File: src/rtl/sparrow_pkg.sv
// Shared constants and state encodings for the UART image loader.
package sparrow_pkg;

    localparam logic [7:0] HDR_BYTE = 8'hA5;

    typedef enum logic [2:0] {
        S_IDLE,
        S_HDR,
        S_LEN0,
        S_LEN1,
        S_DATA,
        S_CSUM,
        S_DONE,
        S_ERR
    } loader_state_t;

    typedef enum logic [1:0] {
        RX_IDLE,
        RX_START,
        RX_DATA,
        RX_STOP
    } rx_state_t;

endpackage

File: src/rtl/uart_rx_byte.sv
// 8N1 UART receiver: two-flop synchroniser, mid-bit sampling, one-cycle byte/error strobes.
module uart_rx_byte
    import sparrow_pkg::*;
#(
    parameter int unsigned BAUD_DIV = 868
) (
    input  logic       clk,
    input  logic       rst,
    input  logic       rx,
    output logic       byte_valid,
    output logic [7:0] rx_byte,
    output logic       frame_err
);

    localparam logic [15:0] HALF_M1 = 16'(BAUD_DIV / 2 - 1);
    localparam logic [15:0] FULL_M1 = 16'(BAUD_DIV - 1);

    rx_state_t   state;
    logic        sync1, sync2, rx_prev;
    logic [15:0] cnt;
    logic [2:0]  bit_cnt;
    logic [7:0]  shifter;

    always_ff @(posedge clk or posedge rst) begin
        if (rst) begin
            state      <= RX_IDLE;
            sync1      <= 1'b1;
            sync2      <= 1'b1;
            rx_prev    <= 1'b1;
            cnt        <= '0;
            bit_cnt    <= '0;
            shifter    <= '0;
            rx_byte    <= '0;
            byte_valid <= 1'b0;
            frame_err  <= 1'b0;
        end else begin
            sync1      <= rx;
            sync2      <= sync1;
            rx_prev    <= sync2;
            byte_valid <= 1'b0;
            frame_err  <= 1'b0;
            case (state)
                RX_IDLE: begin
                    if (rx_prev && !sync2) begin
                        state <= RX_START;
                        cnt   <= '0;
                    end
                end
                // A line that is high again at the start-bit midpoint was only a glitch.
                RX_START: begin
                    if (cnt == HALF_M1) begin
                        cnt     <= '0;
                        bit_cnt <= '0;
                        state   <= sync2 ? RX_IDLE : RX_DATA;
                    end else begin
                        cnt <= cnt + 16'd1;
                    end
                end
                RX_DATA: begin
                    if (cnt == FULL_M1) begin
                        cnt     <= '0;
                        shifter <= {sync2, shifter[7:1]};
                        bit_cnt <= bit_cnt + 3'd1;
                        if (bit_cnt == 3'd7) begin
                            state <= RX_STOP;
                        end
                    end else begin
                        cnt <= cnt + 16'd1;
                    end
                end
                RX_STOP: begin
                    if (cnt == FULL_M1) begin
                        cnt   <= '0;
                        state <= RX_IDLE;
                        if (sync2) begin
                            byte_valid <= 1'b1;
                            rx_byte    <= shifter;
                        end else begin
                            frame_err <= 1'b1;
                        end
                    end else begin
                        cnt <= cnt + 16'd1;
                    end
                end
                default: state <= RX_IDLE;
            endcase
        end
    end

endmodule

File: src/rtl/uart_word_loader.sv
// Loads a framed, checksummed image of 32-bit words from a UART stream into IRAM.
module uart_word_loader
    import sparrow_pkg::*;
#(
    parameter int unsigned BAUD_DIV = 868,
    parameter int unsigned AW       = 12
) (
    input  logic          clk,
    input  logic          rst,
    input  logic          en_i,
    input  logic          uart_rx_i,
    output logic          we_o,
    output logic [AW-1:0] waddr_o,
    output logic [31:0]   wdata_o,
    output logic          busy_o,
    output logic          done_o,
    output logic          err_o
);

    localparam int unsigned MAX_WORDS = 32'd1 << AW;

    logic          byte_valid;
    logic [7:0]    rx_byte;
    logic          frame_err;

    loader_state_t state;
    logic [7:0]    len_lo;
    logic [15:0]   words_left;
    logic [1:0]    byte_cnt;
    logic [23:0]   word;
    logic [7:0]    sum;
    logic [15:0]   len_word;
    logic          len_ok;

    uart_rx_byte #(.BAUD_DIV(BAUD_DIV)) u_rx (
        .clk        (clk),
        .rst        (rst),
        .rx         (uart_rx_i),
        .byte_valid (byte_valid),
        .rx_byte    (rx_byte),
        .frame_err  (frame_err)
    );

    assign len_word = {rx_byte, len_lo};
    assign len_ok   = (len_word != 16'd0) && (32'(len_word) <= MAX_WORDS);

    assign busy_o = state inside {S_HDR, S_LEN0, S_LEN1, S_DATA, S_CSUM};
    assign done_o = (state == S_DONE);
    assign err_o  = (state == S_ERR);

    always_ff @(posedge clk or posedge rst) begin
        if (rst) begin
            state      <= S_IDLE;
            we_o       <= 1'b0;
            waddr_o    <= '0;
            wdata_o    <= '0;
            len_lo     <= '0;
            words_left <= '0;
            byte_cnt   <= '0;
            word       <= '0;
            sum        <= '0;
        end else begin
            we_o <= 1'b0;
            // Address advances the cycle after each strobe; IDLE->HDR overrides it below.
            if (we_o) begin
                waddr_o <= waddr_o + AW'(1);
            end
            if (!en_i) begin
                state    <= S_IDLE;
                byte_cnt <= '0;
                sum      <= '0;
            end else begin
                case (state)
                    S_IDLE: begin
                        state      <= S_HDR;
                        words_left <= '0;
                        byte_cnt   <= '0;
                        waddr_o    <= '0;
                        sum        <= '0;
                    end
                    S_HDR: begin
                        if (frame_err) begin
                            state <= S_ERR;
                        end else if (byte_valid && rx_byte == HDR_BYTE) begin
                            state <= S_LEN0;
                        end
                    end
                    S_LEN0: begin
                        if (frame_err) begin
                            state <= S_ERR;
                        end else if (byte_valid) begin
                            len_lo <= rx_byte;
                            state  <= S_LEN1;
                        end
                    end
                    S_LEN1: begin
                        if (frame_err) begin
                            state <= S_ERR;
                        end else if (byte_valid) begin
                            words_left <= len_word;
                            state      <= len_ok ? S_DATA : S_ERR;
                        end
                    end
                    S_DATA: begin
                        if (frame_err) begin
                            state <= S_ERR;
                        end else if (byte_valid) begin
                            sum      <= sum + rx_byte;
                            byte_cnt <= byte_cnt + 2'd1;
                            if (byte_cnt == 2'd3) begin
                                wdata_o    <= {rx_byte, word};
                                we_o       <= 1'b1;
                                words_left <= words_left - 16'd1;
                                if (words_left == 16'd1) begin
                                    state <= S_CSUM;
                                end
                            end else begin
                                word <= {rx_byte, word[23:8]};
                            end
                        end
                    end
                    S_CSUM: begin
                        if (frame_err) begin
                            state <= S_ERR;
                        end else if (byte_valid) begin
                            state <= (rx_byte == sum) ? S_DONE : S_ERR;
                        end
                    end
                    S_DONE, S_ERR: state <= state;
                    default: state <= S_IDLE;
                endcase
            end
        end
    end

endmodule

File: config.mk
export PLATFORM = sky130hd
export DESIGN_NAME = uart_word_loader
export DESIGN_NICKNAME = d
export VERILOG_FILES = /design/src/rtl/sparrow_pkg.sv /design/src/rtl/uart_rx_byte.sv /design/src/rtl/uart_word_loader.sv
export SDC_FILE = /design/constraint.sdc
export NUM_CORES = 1
export LEC_CHECK = 0
export CAP_MARGIN = 25
export CORE_UTILIZATION = 45
export CTS_BUF_LIST = sky130_fd_sc_hd__clkbuf_4
export DETAILED_ROUTE_END_ITERATION = 10
export PLACE_DENSITY = 0.64
export SYNTH_ARGS = -nofsm -noshare
export SYNTH_HDL_FRONTEND = slang
export SYNTH_SLANG_ARGS = --single-unit
File: constraint.sdc
create_clock -name clk -period 5.7 [get_ports clk]
set_input_delay 1.14 -clock clk [delete_from_list [all_inputs] [get_ports clk]]
set_output_delay 1.14 -clock clk [all_outputs]
set_load 0.01 [all_outputs]
# After elaboration in Yosys (flattened, before gate mapping)
# Index checks and enable logic that the tools add are counted.
[totals] out_inout_bits=48 register_bits=148 inputBits=4 wordCells=146
[op_classes] mux=58 eq_ne=38 n_addsub=6 magnitude_cmp=1 reduce_logical=22 bitwise=2
[ops] operator="16-bit 2-to-1 mux" count=8
[ops] operator="16-bit case mux with 3 select lines" count=2
[ops] operator="3-bit 2-to-1 mux" count=15
[ops] operator="12-bit 2-to-1 mux" count=3
[ops] operator="4-bit by 2-bit != test with 1-bit output, second input constant" count=7
[ops] operator="8-bit 2-to-1 mux" count=3
[ops] operator="2-bit 2-to-1 mux" count=10
[ops] operator="3-bit case mux with 6 select lines" count=1
[ops] operator="16-bit by 1-bit adder with 16-bit output, second input constant" count=1
[ops] operator="16-bit by 1-bit equality test with 1-bit output, second input constant" count=1
[ops] operator="16-bit by 10-bit equality test with 1-bit output, second input constant" count=1
[ops] operator="16-bit by 9-bit equality test with 1-bit output, second input constant" count=1
[ops] operator="16-bit by 13-bit less-or-equal comparator with 1-bit output, second input constant" count=1
[ops] operator="2-bit by 1-bit != test with 1-bit output, second input constant" count=8
[ops] operator="8-bit case mux with 2 select lines" count=1
[ops] operator="16-bit nonzero test" count=1
[ops] operator="16-bit by 1-bit subtractor with 16-bit output, second input constant" count=1
[ops] operator="3-bit equality test, second input constant" count=5
[ops] operator="5-bit AND reduction" count=3
[ops] operator="12-bit by 1-bit adder with 12-bit output, second input constant" count=1
[ops] operator="1-bit 2-to-1 mux" count=12
[ops] operator="3-bit AND reduction" count=3
[ops] operator="8-bit adder" count=1
[ops] operator="8-bit equality test" count=1
[ops] operator="other kinds (27)" count=36

# Logic depth before layout (Yosys ltp)
# Gate-level depths: netlist (run 1).
[depth] depth_word=7 depth_mapped=8 mapped_depth_nobuf=8

# Modules after synthesis
# From an unflattened synthesis (run 1), not the netlist that was laid out.
[hier_totals] cells_unflattened=627 hier_area_um2=7043.0
[modules_own_cells] module="uart_word_loader" cells_each=451 n_inst=1 seq_area_each_um2=2652.5 area_per_inst_um2=5053.6
[modules_own_cells] module="uart_rx_byte" cells_each=176 n_inst=1 seq_area_each_um2=1054.8 area_per_inst_um2=1989.4

# Least setup slack after synthesis (run 1)
# Ideal clock, no wire load.
[synth_path] kind="input to register" start="in en_i" end="reg wdata_o[10]" stages=5 t_arrival_ns=2.326 n_path_buf=2 required_time_ns=5.575 setup_ns=0.125 slack_ns=3.249 cell_sequence="and3_1 > clkbuf_1 > nand2_1 > clkbuf_1 > mux2_2"
[synth_via] elab_chain_cells=1
[synth_lines] element="start, declared" line="uart_word_loader.sv:10" source="input logic en_i,"
[synth_lines] element="5-bit AND reduction (no line)"
[synth_lines] element="end signal, assigned" line="uart_word_loader.sv:111" source="wdata_o <= {rx_byte, word};"
[synth_lines] element="end, declared" line="uart_word_loader.sv:14" source="output logic [31:0] wdata_o,"
# Every way passes these cells.
# A chain may end at the register's enable or synchronous reset.

# Final worst setup path (run 1)
[layout_path] start="reg state[1]" end="out busy_o"
[layout_via] elab_chain_cells=2 elab_cells_between_ends=6 cone_classes="5 x eq/ne; 1 x reduce/logical"
[layout_lines] element="start, declared" line="uart_word_loader.sv:26" source="loader_state_t state;"
[layout_lines] element="start signal, assigned" line="uart_word_loader.sv:101" source="state <= len_ok ? S_DATA : S_ERR;"
[layout_lines] element="start signal, assigned" line="uart_word_loader.sv:126" source="state <= (rx_byte == sum) ? S_DONE : S_ERR;"
[layout_lines] element="start signal, assigned" line="uart_word_loader.sv:129" source="S_DONE, S_ERR: state <= state;"
[layout_lines] element="3-bit by 1-bit equality test with 1-bit output, or another cell as far along" line="uart_word_loader.sv:47" source="assign busy_o = state inside {S_HDR, S_LEN0, S_LEN1, S_DATA, S_CSUM};"
[layout_lines] element="5-bit nonzero test (*)" line="uart_word_loader.sv:47"
[layout_lines] element="end, declared" line="uart_word_loader.sv:15" source="output logic busy_o,"
# Mark *: on every way between the ends. The rest lies on a longest branch, timed or not.

==> results.yml, run 1 <==
place:
  globalplace.congestion: 0.876
  dpl_worst_slack_ps: 2590
  port_buffers: 51
  dp_hpwl_um: 10300
clocking:
  clk_pin_slew_worst_paths_ps: 120
  clock_latency_ps: 550
  cts_buffer_depth: 2
  h-tree-depth: 4
  cts_tree: "yes"
  cts.hold.buffers_added: 0
  cts_resized: 0
  cts_buffers: 17
  clock_sinks: 148
  clk_root_buffer_cell: "clkbuf_4"
  cts_setup_buffers: 0
grt:
  antenna_found_initial: 0
  grt_use_total: 0.197
  gr-total-overflow: 0
  grt_start_max_net_pins: 109
  grt_pass1_wl_um: 25300
  grt_pass1_vias: 5205
detailed_routing:
  via_per_inst: 5.64
  drtIter0Drc: 313
  dr_wl_met2_um: 7240
  vias: 5217
  drc_errors: 0
  wl_per_cell_um: 16.0
  met1Wirelength_um: 6710
  top_layer_used: "met4"
  wl_um: 14800
  route.met3.wl_um: 492
  firstDrtPassIters: 4
  ant_nets: 0
setup_path:
  path_buf_inv: 1
  r2r_slack_ps: 3160
  critPathKind: "flip-flop to output pin"
  crit_path_start_kind: "flip-flop"
  cp-end-kind: "output pin"
  cp_max_fo: 12
  crit_arrival_ps: 2110
  rr_startpoint: "u_rx.cnt[11]"
  slowest_delay_ps: 530
  cpMaxStageDelayCell: "dfrtp_1"
  crit_start: "state[1]"
  crit_family: "flip-flops"
  crit_chain: "or2_2 > o21a_1 > clkdlybuf4s50_1"
  required_ps: 4560
timing:
  slew_violations: 0
  min_period_ps: 3250
  slew_headroom: 0.276
  final-setup-viol-count: 0
  rsz0062_at_grt: "no"
  fin_skew_ps: 19.4
  hold_ws_ps: 366
  max_freq_ghz: 0.308
  period_share: 0.570
  setup_ws_ps: 2450
  worstMarginPinSlew_ps: 1080
  setup-tns-final_ps: 0
  hold_violations: 0
power_and_ir_drop:
  clkPwrFrac: 0.271
  combPwrFrac: 0.228
  swShare: 0.339
  p_switching_w: 0.000756
  p_leak_nw: 3.69
  cellPowerDensity_nw_per_um2: 274
  ir_drop_v: 0.000327
  power_frac_seq: 0.500
  p_int_w: 0.00147
synthesis:
  syn_nets: 671
  yosysMostFrequentCell: "dfrtp_1"
  synth_seq_area_share: 0.523
  ys_warn_count: 0
  netlist_area_um2: 7090
  synth_edf_count: 0
  synth.avg_cell_area_um2: 11.0
  synthCells: 647
  synthArstFlopShare: 1.00
  synthTopCellsByCount: "dfrtp_1 (145), mux2_2 (75), nand2_1 (50), o21ai_0 (46), nor2_1 (43)"
  ys_types: 64
  synth_top_area_frac: 0.512
  synth.ff_latch_count: 148
  synth_top_area_cell: "dfrtp_1"
  ys_top_cells_by_area: "dfrtp_1 (51%), mux2_2 (12%), ha_1 (3.4%), o21ai_0 (3.2%), nand2_1 (2.6%)"
  synthFlopType: "dfrtp_1"
hold_path:
  hold_start: "u_rx.sync1"
  holdCritPathClass: "flip-flop to flip-flop"
run_status:
  status: "complete, no violations"
floorplan:
  die_x_um: 128
  die_y_um: 128
  fp-row-count: 45
  dieArea_um2: 16300
  start_util: 0.463
  io_pins: 52
  core_area_um2: 15300
layout:
  final_util: 0.530
  area_growth_pct: 14.5
  antenna_cells: 0
  num-nets-final: 726
  fillCellCount: 1384
  drive_gt1_frac: 0.185
job:
  max-cap-violations: 0
kinds of logic after synthesis:
group	synth area share
AND/OR/NAND/NOR	0.137
flip-flops	0.523
AO/OA/AOI/OAI	0.125
multiplexers	0.128
buffers and inverters	0.0309
adder cells (fa/ha/maj)	0.0363
XOR/XNOR	0.0210
registers in the layout (all words and copies together) (netlist names), 2 cells and up, named ones only:
signal / flops
len_lo: 8
wdata_o: 32
u_rx.cnt: 16
u_rx.bit_cnt: 3
words_left: 16
state: 3
word: 24
byte_cnt: 2
sum: 8
waddr_o: 12
u_rx.rx_byte: 8
u_rx.shifter: 8
layout by cell type (no fill, tap or decap), drive strengths merged, types with 22 or more instances in the layout:
cell           synthesis  layout
clkdlybuf4s50          0      51
nand2                 50      50
nand3                 26      26
nor2                  43      43
a21oi                 22      22
dfrtp                145     145
inv                   31      36
o21ai                 46      46
mux2                  75      75
per-layer routing:
metal  vias up  track usage
li1       2474            -
met1      2610        0.249
met2       104        0.330
met3        29       0.0389
met4         0       0.0868
met5         -            0
per-stage QoR:
step	power (W)	cell area, um2	instances
CTS	0.00225	8100	924
detailed placement	0.00164	7840	893
finish	0.00223	8120	925
global route	0.00236	8120	925
global placement	0.00162	7820	891
floorplan	0.00150	7090	647
worst reg2reg max path, cell delays in order, from the launching register on:
cell and delay (ps):
dfrtp_1 440, or4_4 570, or4_4 590, o2bb2ai_2 310
nand2_1 350, o21ai_0 150
area by class of cell:
class	instances	area, um2	area share
Sequential cell	148	3710	0.456
Multi-Input combinational cell	444	3170	0.390
Timing Repair Buffer	60	606	0.0745
Tap cell	211	264	0.0325
Clock inverter	14	129	0.0159
Clock buffer	17	128	0.0157
Inverter	31	121	0.0149
final timing paths:
kind	cells after the start	to
worst max-delay path	3	busy_o
min in group asynchronous	2	u_rx.cnt[4]
worst min register to register	0	u_rx.sync2
worst max register to register	5	u_rx.cnt[13]
worst min-delay path	0	u_rx.sync2
max in group asynchronous	3	word[11]
power by group through the flow:
stage | sequential (W) | combinational (W) | clock (W)
6_report | 0.00111 | 0.000508 | 0.000604
5_1_grt | 0.00112 | 0.000571 | 0.000669
4_1_cts | 0.00111 | 0.000506 | 0.000630
3_5_place_dp | 0.00113 | 0.000505 | 0
3_3_place_gp | 0.00113 | 0.000485 | 0
2_1_floorplan | 0.00111 | 0.000392 | 0
No activity file was read; power rests on OpenSTA's default activity.
==> inputs of run 2 (changes only) <==
--- a/config.mk
+++ b/config.mk
@@ -9,7 +9,7 @@
 export CORE_UTILIZATION = 45
 export CTS_BUF_LIST = sky130_fd_sc_hd__clkbuf_4
 export DETAILED_ROUTE_END_ITERATION = 10
-export PLACE_DENSITY = 0.64
+export PLACE_DENSITY = 0.66
 export SYNTH_ARGS = -nofsm -noshare
 export SYNTH_HDL_FRONTEND = slang
 export SYNTH_SLANG_ARGS = --single-unit
==> constraint.sdc (replaced) <==
create_clock -name clk -period 2.9 [get_ports clk]
set_input_delay 0.58 -clock clk [delete_from_list [all_inputs] [get_ports clk]]
set_output_delay 0.58 -clock clk [all_outputs]
set_load 0.01 [all_outputs]
==> run 2 against run 1 <==
Effect of this change:
- hold slack worse by 13 ps
- combinational power is 100% higher
- sequential power grew 97%
- global-route usage rose by 0.28 points
- total power increased by 99%
- final cell count grew 0.76%
- non-clock buffer count increased by 7
- via count decreased by 0.13%
- wire length grew 2.9%
- sequential share of layout area shrank 0.35 points
- worst setup slack lost 2200 ps
- critical path depth unchanged
- critical endpoint unchanged
- largest cell class unchanged
- largest power group unchanged
==> results.yml, run 2 (same netlist as run 1, synthesis figures left out) <==
power_and_ir_drop:
  swShare: 0.323
  cellPowerDensity_nw_per_um2: 542
  ir_drop_v: 0.000254
  p_int_w: 0.00300
  p_leak_nw: 3.73
  power_frac_seq: 0.494
  combPwrFrac: 0.235
  clkPwrFrac: 0.271
  total_power_w: 0.00444
  p_switching_w: 0.00143
detailed_routing:
  firstDrtPassIters: 5
  drtIter0Drc: 313
  drc_errors: 0
  wl_per_cell_um: 16.3
  ant_nets: 0
  vias: 5210
  wl_um: 15200
  via_per_inst: 5.59
place:
  dp_hpwl_um: 10700
  globalplace.congestion: 0.886
  port_buffers: 51
setup_path:
  rr_startpoint: "u_rx.cnt[0]"
  cpMaxStageDelayCell: "dfrtp_1"
  crit_family: "flip-flops"
  crit_arrival_ps: 2120
  critPathKind: "flip-flop to output pin"
  slowest_delay_ps: 530
  cp_max_fo: 12
  r2r_end: "u_rx.rx_byte[5]"
  r2r_slack_ps: 400
  crit_chain: "or2_2 > o21a_1 > clkdlybuf4s50_1"
  path_buf_inv: 1
  required_ps: 2320
  reg2regPathDepth: 5
  crit_path_start_kind: "flip-flop"
  cp-end-kind: "output pin"
clocking:
  cts_resized: 0
  cts.hold.buffers_added: 0
  h-tree-depth: 4
  cts_buffer_depth: 2
  clk_pin_slew_worst_paths_ps: 110
  cts_tree: "yes"
  cts_setup_buffers: 0
  cts_buffers: 17
  clock_latency_ps: 540
  clk_root_buffer_cell: "clkbuf_4"
  clock_sinks: 148
layout:
  mostFrequentLayoutCell: "dfrtp_1"
  num-nets-final: 733
  seq_area_um2: 3710
  largest-register: "wdata_o"
  reg_top3: "wdata_o x32, word x24"
  fillCellCount: 1384
  final_util: 0.535
  area_growth_pct: 15.4
  multi_input_area_um2: 3170
  largest_reg_flops: 32
  final_cell_mix: "dfrtp_1 (145), mux2_2 (75), clkdlybuf4s50_1 (51)"
  antenna_cells: 0
  drive_gt1_frac: 0.190
floorplan:
  dieArea_um2: 16300
  die_x_um: 128
  start_util: 0.463
  io_pins: 52
  fp-row-count: 45
  die_y_um: 128
  core_area_um2: 15300
hold_path:
  holdPathStages: 0
  hold_start: "u_rx.sync1"
  holdCritPathClass: "flip-flop to flip-flop"
  hold_end: "u_rx.sync2"
timing:
  slew_violations: 0
  max_freq_ghz: 0.370
  hold_violations: 0
  worstMarginPinSlew_ps: 759
  rsz0062_at_grt: "no"
  final-setup-viol-count: 0
  slew_headroom: 0.491
  period_share: 0.931
  setup-tns-final_ps: 0
  fin_skew_ps: 17.3
  min_period_ps: 2700
grt:
  antenna_found_initial: 0
  grt_start_max_net_pins: 93
  grt_use_total: 0.200
  grt_pass1_vias: 5241
  gr-total-overflow: 0
  grt_pass1_wl_um: 25500
job:
  max-cap-violations: 0
run_status:
  status: "complete, no violations"
## run 2: cell types whose count changed in the layout (fill, tap and decap cells not counted), sizes merged
cell / before / now
buf: 9 / 16
bufinv: 1 / 2
clkbuf: 17 / 19
clkinv: 5 / 9
clkinvlp: 3 / 2
inv: 36 / 30
## run 2: routing by layer
metal  global-route usage  part of all wire
met3               0.0482             0.035
met1                0.251              0.45
met5                    0                 0
met4               0.0812             0.019
met2                0.333              0.50
## run 2: final cells by class
cell class | count | share of cell area
multi-input cells | 444 | 0.387
well taps | 211 | 0.0322
clock buffers | 19 | 0.0174
flip-flops and latches | 148 | 0.453
repair buffers | 67 | 0.0816
inverters | 31 | 0.0147
clock inverters | 12 | 0.0141
## run 2: worst reg2reg max path: stages, from the launching register on
cell and delay [ps]:
dfrtp_1 450, ha_1 250, or4bb_1 460, nor4_2 400
nand3_1 430, mux2_2 400
## run 2: power groups by stage
stage	sequential [W]	clock (W)	combinational, W
floorplan	0.00219	0	0.000770
global placement	0.00223	0	0.000998
detailed placement	0.00223	0	0.00103
CTS	0.00219	0.00125	0.00104
global route	0.00220	0.00135	0.00115
finish	0.00219	0.00120	0.00104
## run 2: worst max-delay path by stage
stage	from	to	depth (start not counted)
floorplan	rst	async pin	1
global placement	u_rx.cnt[0]	u_rx.rx_byte[2]	5
detailed placement	u_rx.cnt[0]	u_rx.shifter[4]	5
CTS	state[1]	busy_o	3
global route	state[1]	busy_o	3
finish	state[1]	busy_o	3
## run 2: stage by stage
| stage | cells | worst slack [ps] | hold slack (ps) | area, um2 |
|---|---|---|---|---|
| 2_1_floorplan | 647 | 461 | 345 | 7100 |
| 3_3_place_gp | 901 | 468 | 345 | 7930 |
| 3_5_place_dp | 901 | 417 | 351 | 7930 |
| 4_1_cts | 932 | 158 | 345 | 8190 |
| 5_1_grt | 932 | 65.1 | 346 | 8190 |
| 6_report | 932 | 200 | 353 | 8190 |
==> inputs of run 3 (changes only) <==
--- a/config.mk
+++ b/config.mk
@@ -10,6 +10,7 @@
 export CTS_BUF_LIST = sky130_fd_sc_hd__clkbuf_4
 export DETAILED_ROUTE_END_ITERATION = 10
 export PLACE_DENSITY = 0.66
+export SKIP_CTS_REPAIR_TIMING = 1
 export SYNTH_ARGS = -nofsm -noshare
 export SYNTH_HDL_FRONTEND = slang
 export SYNTH_SLANG_ARGS = --single-unit
==> results of run 3 <==
No change in the layout: final DEF, timing and power equal those of run 2.
